[config.mk]
export PLATFORM = sky130hd
export DESIGN_NAME = scroll_pos_gen
export DESIGN_NICKNAME = d
export VERILOG_FILES = /design/src/rtl/scroll_pos_gen.sv
export SDC_FILE = /design/constraint.sdc
export NUM_CORES = 1
export LEC_CHECK = 0
export ABC_AREA = 1
export BUFFER_PORTS_ARGS = -buffer_cell sky130_fd_sc_hd__buf_2
export CAP_MARGIN = 10
export CORE_MARGIN = 2
export CORE_UTILIZATION = 35
export CTS_CLUSTER_SIZE = 12
export DETAILED_ROUTE_END_ITERATION = 16
export GPL_ROUTABILITY_DRIVEN = 0
export GPL_TIMING_DRIVEN = 0
export PLACE_DENSITY = 0.61
export REMOVE_ABC_BUFFERS = 1
export SLEW_MARGIN = 0
export SYNTH_ARGS = -nofsm -noshare
export SYNTH_HDL_FRONTEND = slang
export SYNTH_SLANG_ARGS = --single-unit
[constraint.sdc]
create_clock -name clk -period 2.4 [get_ports clk]
set_input_delay 0.12 -clock clk [delete_from_list [all_inputs] [get_ports clk]]
set_output_delay 0.12 -clock clk [all_outputs]
set_load 0.01 [all_outputs]
[src/rtl/scroll_pos_gen.sv]
// scroll_pos_gen: background scroll origin generator.
// The horizontal origin steps once per frame at the start of vertical blank.
// Scroll speed ramps up every ACCEL_FRAMES frames spent in RUN.
// The vertical origin is loaded on request and applied at the next frame boundary.
module scroll_pos_gen #(
    parameter int WIDTH        = 320,
    parameter int HEIGHT       = 240,
    parameter int V_BLANK      = 480,
    parameter int SPEED_INIT   = 2,
    parameter int SPEED_MAX    = 8,
    parameter int ACCEL_FRAMES = 300
) (
    input  logic        clk,
    input  logic        rst,
    input  logic [9:0]  v_cnt,
    input  logic        start,
    input  logic        stop,
    input  logic        pause,
    input  logic        y_load,
    input  logic [8:0]  y_set,
    output logic [8:0]  pos_x,
    output logic [8:0]  pos_y,
    output logic [3:0]  speed,
    output logic [15:0] distance,
    output logic        running
);

    localparam int AW = $clog2(ACCEL_FRAMES + 1);

    typedef enum logic [1:0] {S_IDLE, S_RUN, S_PAUSE} state_t;

    state_t        r_state;
    state_t        w_next;
    logic          w_restart;
    logic          w_halt;
    logic          w_step;

    logic [9:0]    r_v_cnt;
    logic          w_tick;
    logic [8:0]    r_pos_x;
    logic [8:0]    r_pos_y;
    logic [3:0]    r_speed;
    logic [15:0]   r_distance;
    logic [AW-1:0] r_accel;
    logic          r_running;
    logic          r_y_pend;
    logic [8:0]    r_y_cap;
    logic [9:0]    w_sum;
    logic [9:0]    w_wrap;
    logic [8:0]    w_y_clamp;

    // Tick only on the first cycle v_cnt sits at V_BLANK, so a held count does not retrigger.
    assign w_tick    = (v_cnt == 10'(V_BLANK)) && (r_v_cnt != 10'(V_BLANK));
    // speed < WIDTH keeps the sum below 2*WIDTH, so one subtraction always wraps.
    assign w_sum     = {1'b0, r_pos_x} + {6'b0, r_speed};
    assign w_wrap    = w_sum - 10'(WIDTH);
    assign w_y_clamp = (y_set > 9'(HEIGHT - 1)) ? 9'(HEIGHT - 1) : y_set;

    // Next-state decode; any control pulse in RUN suppresses that cycle's frame step.
    always_comb begin
        w_next    = r_state;
        w_restart = 1'b0;
        w_halt    = 1'b0;
        w_step    = 1'b0;
        case (r_state)
            S_IDLE: begin
                if (!stop && start) begin
                    w_next    = S_RUN;
                    w_restart = 1'b1;
                end
            end
            S_RUN: begin
                if (stop) begin
                    w_next = S_IDLE;
                    w_halt = 1'b1;
                end else if (start) begin
                    w_restart = 1'b1;
                end else if (pause) begin
                    w_next = S_PAUSE;
                end else if (w_tick) begin
                    w_step = 1'b1;
                end
            end
            S_PAUSE: begin
                if (stop) begin
                    w_next = S_IDLE;
                    w_halt = 1'b1;
                end else if (start) begin
                    w_next    = S_RUN;
                    w_restart = 1'b1;
                end else if (pause) begin
                    w_next = S_RUN;
                end
            end
            default: w_next = S_IDLE;
        endcase
    end

    // State register, running flag and the frame-tick detector history.
    always_ff @(posedge clk) begin
        if (!rst) begin
            r_state   <= S_IDLE;
            r_running <= 1'b0;
            r_v_cnt   <= '0;
        end else begin
            r_state   <= w_next;
            r_running <= (w_next == S_RUN);
            r_v_cnt   <= v_cnt;
        end
    end

    // Horizontal origin, speed ramp and distance counter.
    always_ff @(posedge clk) begin
        if (!rst) begin
            r_pos_x    <= '0;
            r_speed    <= '0;
            r_distance <= '0;
            r_accel    <= '0;
        end else if (w_restart) begin
            r_pos_x    <= '0;
            r_speed    <= 4'(SPEED_INIT);
            r_distance <= '0;
            r_accel    <= '0;
        end else if (w_halt) begin
            r_speed    <= '0;
        end else if (w_step) begin
            r_pos_x <= (w_sum >= 10'(WIDTH)) ? w_wrap[8:0] : w_sum[8:0];
            if (r_distance != 16'hFFFF)
                r_distance <= r_distance + 16'd1;
            // The step above used the old speed; a new speed applies next frame.
            if (r_accel == AW'(ACCEL_FRAMES - 1)) begin
                r_accel <= '0;
                if (r_speed < 4'(SPEED_MAX))
                    r_speed <= r_speed + 4'd1;
            end else begin
                r_accel <= r_accel + AW'(1);
            end
        end
    end

    // Vertical origin: capture on request, apply at the next frame tick in any state.
    always_ff @(posedge clk) begin
        if (!rst) begin
            r_pos_y  <= '0;
            r_y_pend <= 1'b0;
            r_y_cap  <= '0;
        end else begin
            if (w_tick && r_y_pend)
                r_pos_y <= r_y_cap;
            if (y_load) begin
                r_y_pend <= 1'b1;
                r_y_cap  <= w_y_clamp;
            end else if (w_tick) begin
                r_y_pend <= 1'b0;
            end
        end
    end

    assign pos_x    = r_pos_x;
    assign pos_y    = r_pos_y;
    assign speed    = r_speed;
    assign distance = r_distance;
    assign running  = r_running;

endmodule
==> run summary <==
Final min period = 2.407 ns
antenna violations before repair = 0
drt pass-1 iters = 4
I/O pin count = 64
Syn Inst Count = 499
endpoint class of the critical path = flip-flop
Final Hold Viols = 0
failing checks = setup timing
Slowest Stage Delay on Critical Path = 0.37 ns
drt first-iter violations = 175
family with the most delay on the worst path = buffers and inverters
layout cells sized above 1 = 27.57%
worst-case vdd ir drop = 324.9 uV
via count = 3502
buffer and inverter count on the worst path = 8
Filler cells = 1009
Clock Pin Slew Worst Setup and Hold Paths = 0.08 ns
worst slew pin tran = 0.6964 ns
site row count = 37
ys async rst share = 0%
Yosys warning count = 0
R2R cell count = 17
CP required = 2.64 ns
Min Hold Slack = 0.02102 ns
Seq/Total Area, Yosys = 38.34%
Main synth FF type = dfxtp_1
CP max FO = 5
# diodes = 0
Max-slew headroom = 53.15%
htree depth = 3
Tot Pwr = 2.636 mW
post-route worst setup slack = -0.006849 ns
multi-input logic area = 2013 um^2
Die X-Extent = 106.2 um
post-DP HPWL = 5862 um
Setup Skew = 0.01142 ns
Final Setup Violations = 1
RSZ-0062 raised after global routing = yes
Area growth syn-to-layout = 31.46%
Tcrit/Tclk final = 100.3%
slowest library cell on the worst path = dfxtp_4
CP startpoint kind = flip-flop
max-cap viol count = 0
chip height = 106.2 um
final net count = 636
DRC Markers = 0
Root Buffer = clkbuf_8
Pwr Density = 548.7 nW/um^2
Synth Register Bits = 70
hold_sp = y_set[6]
Register Area = 1424 um^2
Cell variety after synth = 41
Vias/cell = 4.745
Hold Path Depth = 3
DRT antenna net count = 0
CTS sink count = 70
Core ar. = 10230 um^2
WS Path Type = reg -> reg
Worst EP arrival = 2.65 ns
vias in the first global route = 3372
most repeated library cell on the critical path = buf_4
Worst R2R Start = speed[2]$_SDFFE_PP0P_
first-pass GRT wire length = 14830 um
status = complete, but fails checks
final WL = 8631 um
hold endpoint = r_y_cap[6]$_SDFFE_PN0P_
FMAX = 0.4155 GHz
synthesized area per cell = 7.324 um^2
largest net degree at the start of global routing = 21
Post-synth EDFFs = 0
worst-skew pair later-pin latency = 0.35 ns
r2r endpoint = pos_x[7]$_SDFFE_PP0P_
CTS tree = yes
Bufs on Longest Clock Path = 2
die area = 11280 um^2
internal reg-to-reg setup slack = -0.007 ns
drt wl/cell = 11.70 um
Port Buffer Count = 63
Max Slew Vio Count = 0
worst-path cell chain = ha_4 > inv_1 > nand2_2 > nand3_2 > nand2_2 > nand2_2 > o21ai_2 > nand2_2 > buf_4 > buf_4 > buf_4 > buf_4 > buf_4 > buf_4 > buf_4 > a21oi_2 > a21oi_1
P_leak = 2.192 nW
CTS Buf Count = 9
GRT Total Usage = 16.16%
min-delay worst type = in -> reg
synthesized area = 3655 um^2
initial core utilization = 35.72%
grt ovf = 0
timing repair:
item,4_1_cts,5_1_grt
buffers inserted,13,7
hold endpoints to repair,12,0
pin swaps,4,8
endpoints found under the setup margin,18,17
hold buffers,12,0
resized for setup,29,15
worst max path at each step:
stage	start	endpoint	slack (ns)	depth (start not counted)
floorplan	speed[0]$_SDFFE_PP0P_	pos_x[6]$_SDFFE_PP0P_	-0.11	22
global placement	r_state[0]$_SDFF_PN0_	pos_x[8]$_SDFFE_PP0P_	-0.43	9
detailed placement	speed[0]$_SDFFE_PP0P_	pos_x[6]$_SDFFE_PP0P_	-0.46	22
CTS	pos_x[1]$_SDFFE_PP0P_	pos_x[6]$_SDFFE_PP0P_	0.004	21
global route	speed[3]$_SDFFE_PP0P_	pos_x[6]$_SDFFE_PP0P_	-0.22	21
finish	speed[2]$_SDFFE_PP0P_	pos_x[7]$_SDFFE_PP0P_	-0.007	17
layout make-up:
| type | instances | share of cell area [%] |
|---|---|---|
| well taps | 136 | 3.542 |
| multi-input cells | 334 | 41.90 |
| flip-flops and latches | 70 | 29.64 |
| inverters | 87 | 6.875 |
| repair buffers | 95 | 12.45 |
| clock inverters | 7 | 3.021 |
| clock buffers | 9 | 2.578 |
per-stage QoR:
stage	util [%]	instances	TNS [ns]	worst slack (ns)	cell area [um^2]
3_5_place_dp	40.11	690	-5.458	-0.4571	4104
4_1_cts	45.82	731	0	0.003640	4688
3_3_place_gp	40.11	690	-5.229	-0.4349	4104
5_1_grt	46.96	738	-0.3760	-0.2157	4805
2_1_floorplan	-	491	-0.1785	-0.1087	3618
6_report	46.96	738	-0.006849	-0.006849	4805
power by group:
part	switching, mW	total (mW)	internal [mW]
clock	0.479	1.28	0.801
combinational	0.0966	0.164	0.0674
sequential	0.0125	1.19	1.18
total	0.588	2.64	2.05
layer usage:
layer / track usage (%) / routed length, um
met4: 5.075 / 90
met5: 0 / 0
met2: 25.92 / 3939
met1: 21.05 / 4211
met3: 4.537 / 390
cells in the final DEF (no fill, tap or decap), types with 2 or more instances in the layout:
cell / n
nor2_4: 7
ha_1: 8
buf_4: 19
nor3_4: 2
dfxtp_4: 5
xnor2_1: 2
nand3b_1: 2
xor2_1: 9
clkinvlp_4: 2
nor2_1: 56
a21oi_1: 25
inv_1: 78
nor4_1: 2
ha_4: 5
nand3_1: 22
o21ai_0: 21
clkbuf_8: 9
buf_2: 63
a211oi_1: 9
nor2_8: 2
nand3_4: 2
dlygate4sd3_1: 12
nor3_1: 17
dfxtp_1: 62
nand2_2: 11
dfxtp_2: 3
nand4_1: 13
inv_2: 8
bufinv_16: 4
nor2_2: 4
nand3_2: 5
nand2_1: 87
a21oi_2: 2
nand2_4: 3
a31oi_1: 3
o221ai_1: 4
registers in the layout, summed over array words and instances (netlist names):
| register | count |
|---|---|
| distance | 16 |
| pos_x | 9 |
| pos_y | 9 |
| r_accel | 9 |
| r_state | 2 |
| r_v_cnt | 10 |
| r_y_cap | 9 |
| r_y_pend | 1 |
| running | 1 |
| speed | 4 |
worst register-to-register path: cells and delay by family, from the launching register on:
family | cells | cell delay, ns
buf+inv | 8 | 0.92
flops | 1 | 0.37
simple gates | 5 | 0.37
compound gates | 3 | 0.34
fa+ha+maj | 1 | 0.29
cells by family after synthesis:
kind of cell	after synthesis	synth area share [%]
DFF	70	38.34
xor gates and xnor gates	11	2.636
adders and majority gates	14	4.998
and+or+nand+nor	242	33.52
AOI/OAI and AO/OA	67	10.58
buffers and inverters	95	9.928
cell usage after synthesis, types with 3 or more instances:
cell	instances	area share, %
nand2_1	95	9.8
inv_1	83	8.5
dfxtp_1	70	38
nor2_1	58	6.0
a21oi_1	26	3.6
nand3_1	26	3.6
o21ai_0	22	3.0
nor3_1	17	2.3
ha_1	13	4.5
nand4_1	13	2.2
a211oi_1	9	1.8
xor2_1	9	2.2
nor2_4	6	1.8
clkbuf_1	4	0.41
inv_2	4	0.41
o221ai_1	4	0.96
a31oi_1	3	0.51
nand2_2	3	0.51
nand2_4	3	0.92
nor2_2	3	0.51
Note: power is estimated with default switching activity, not from simulation.
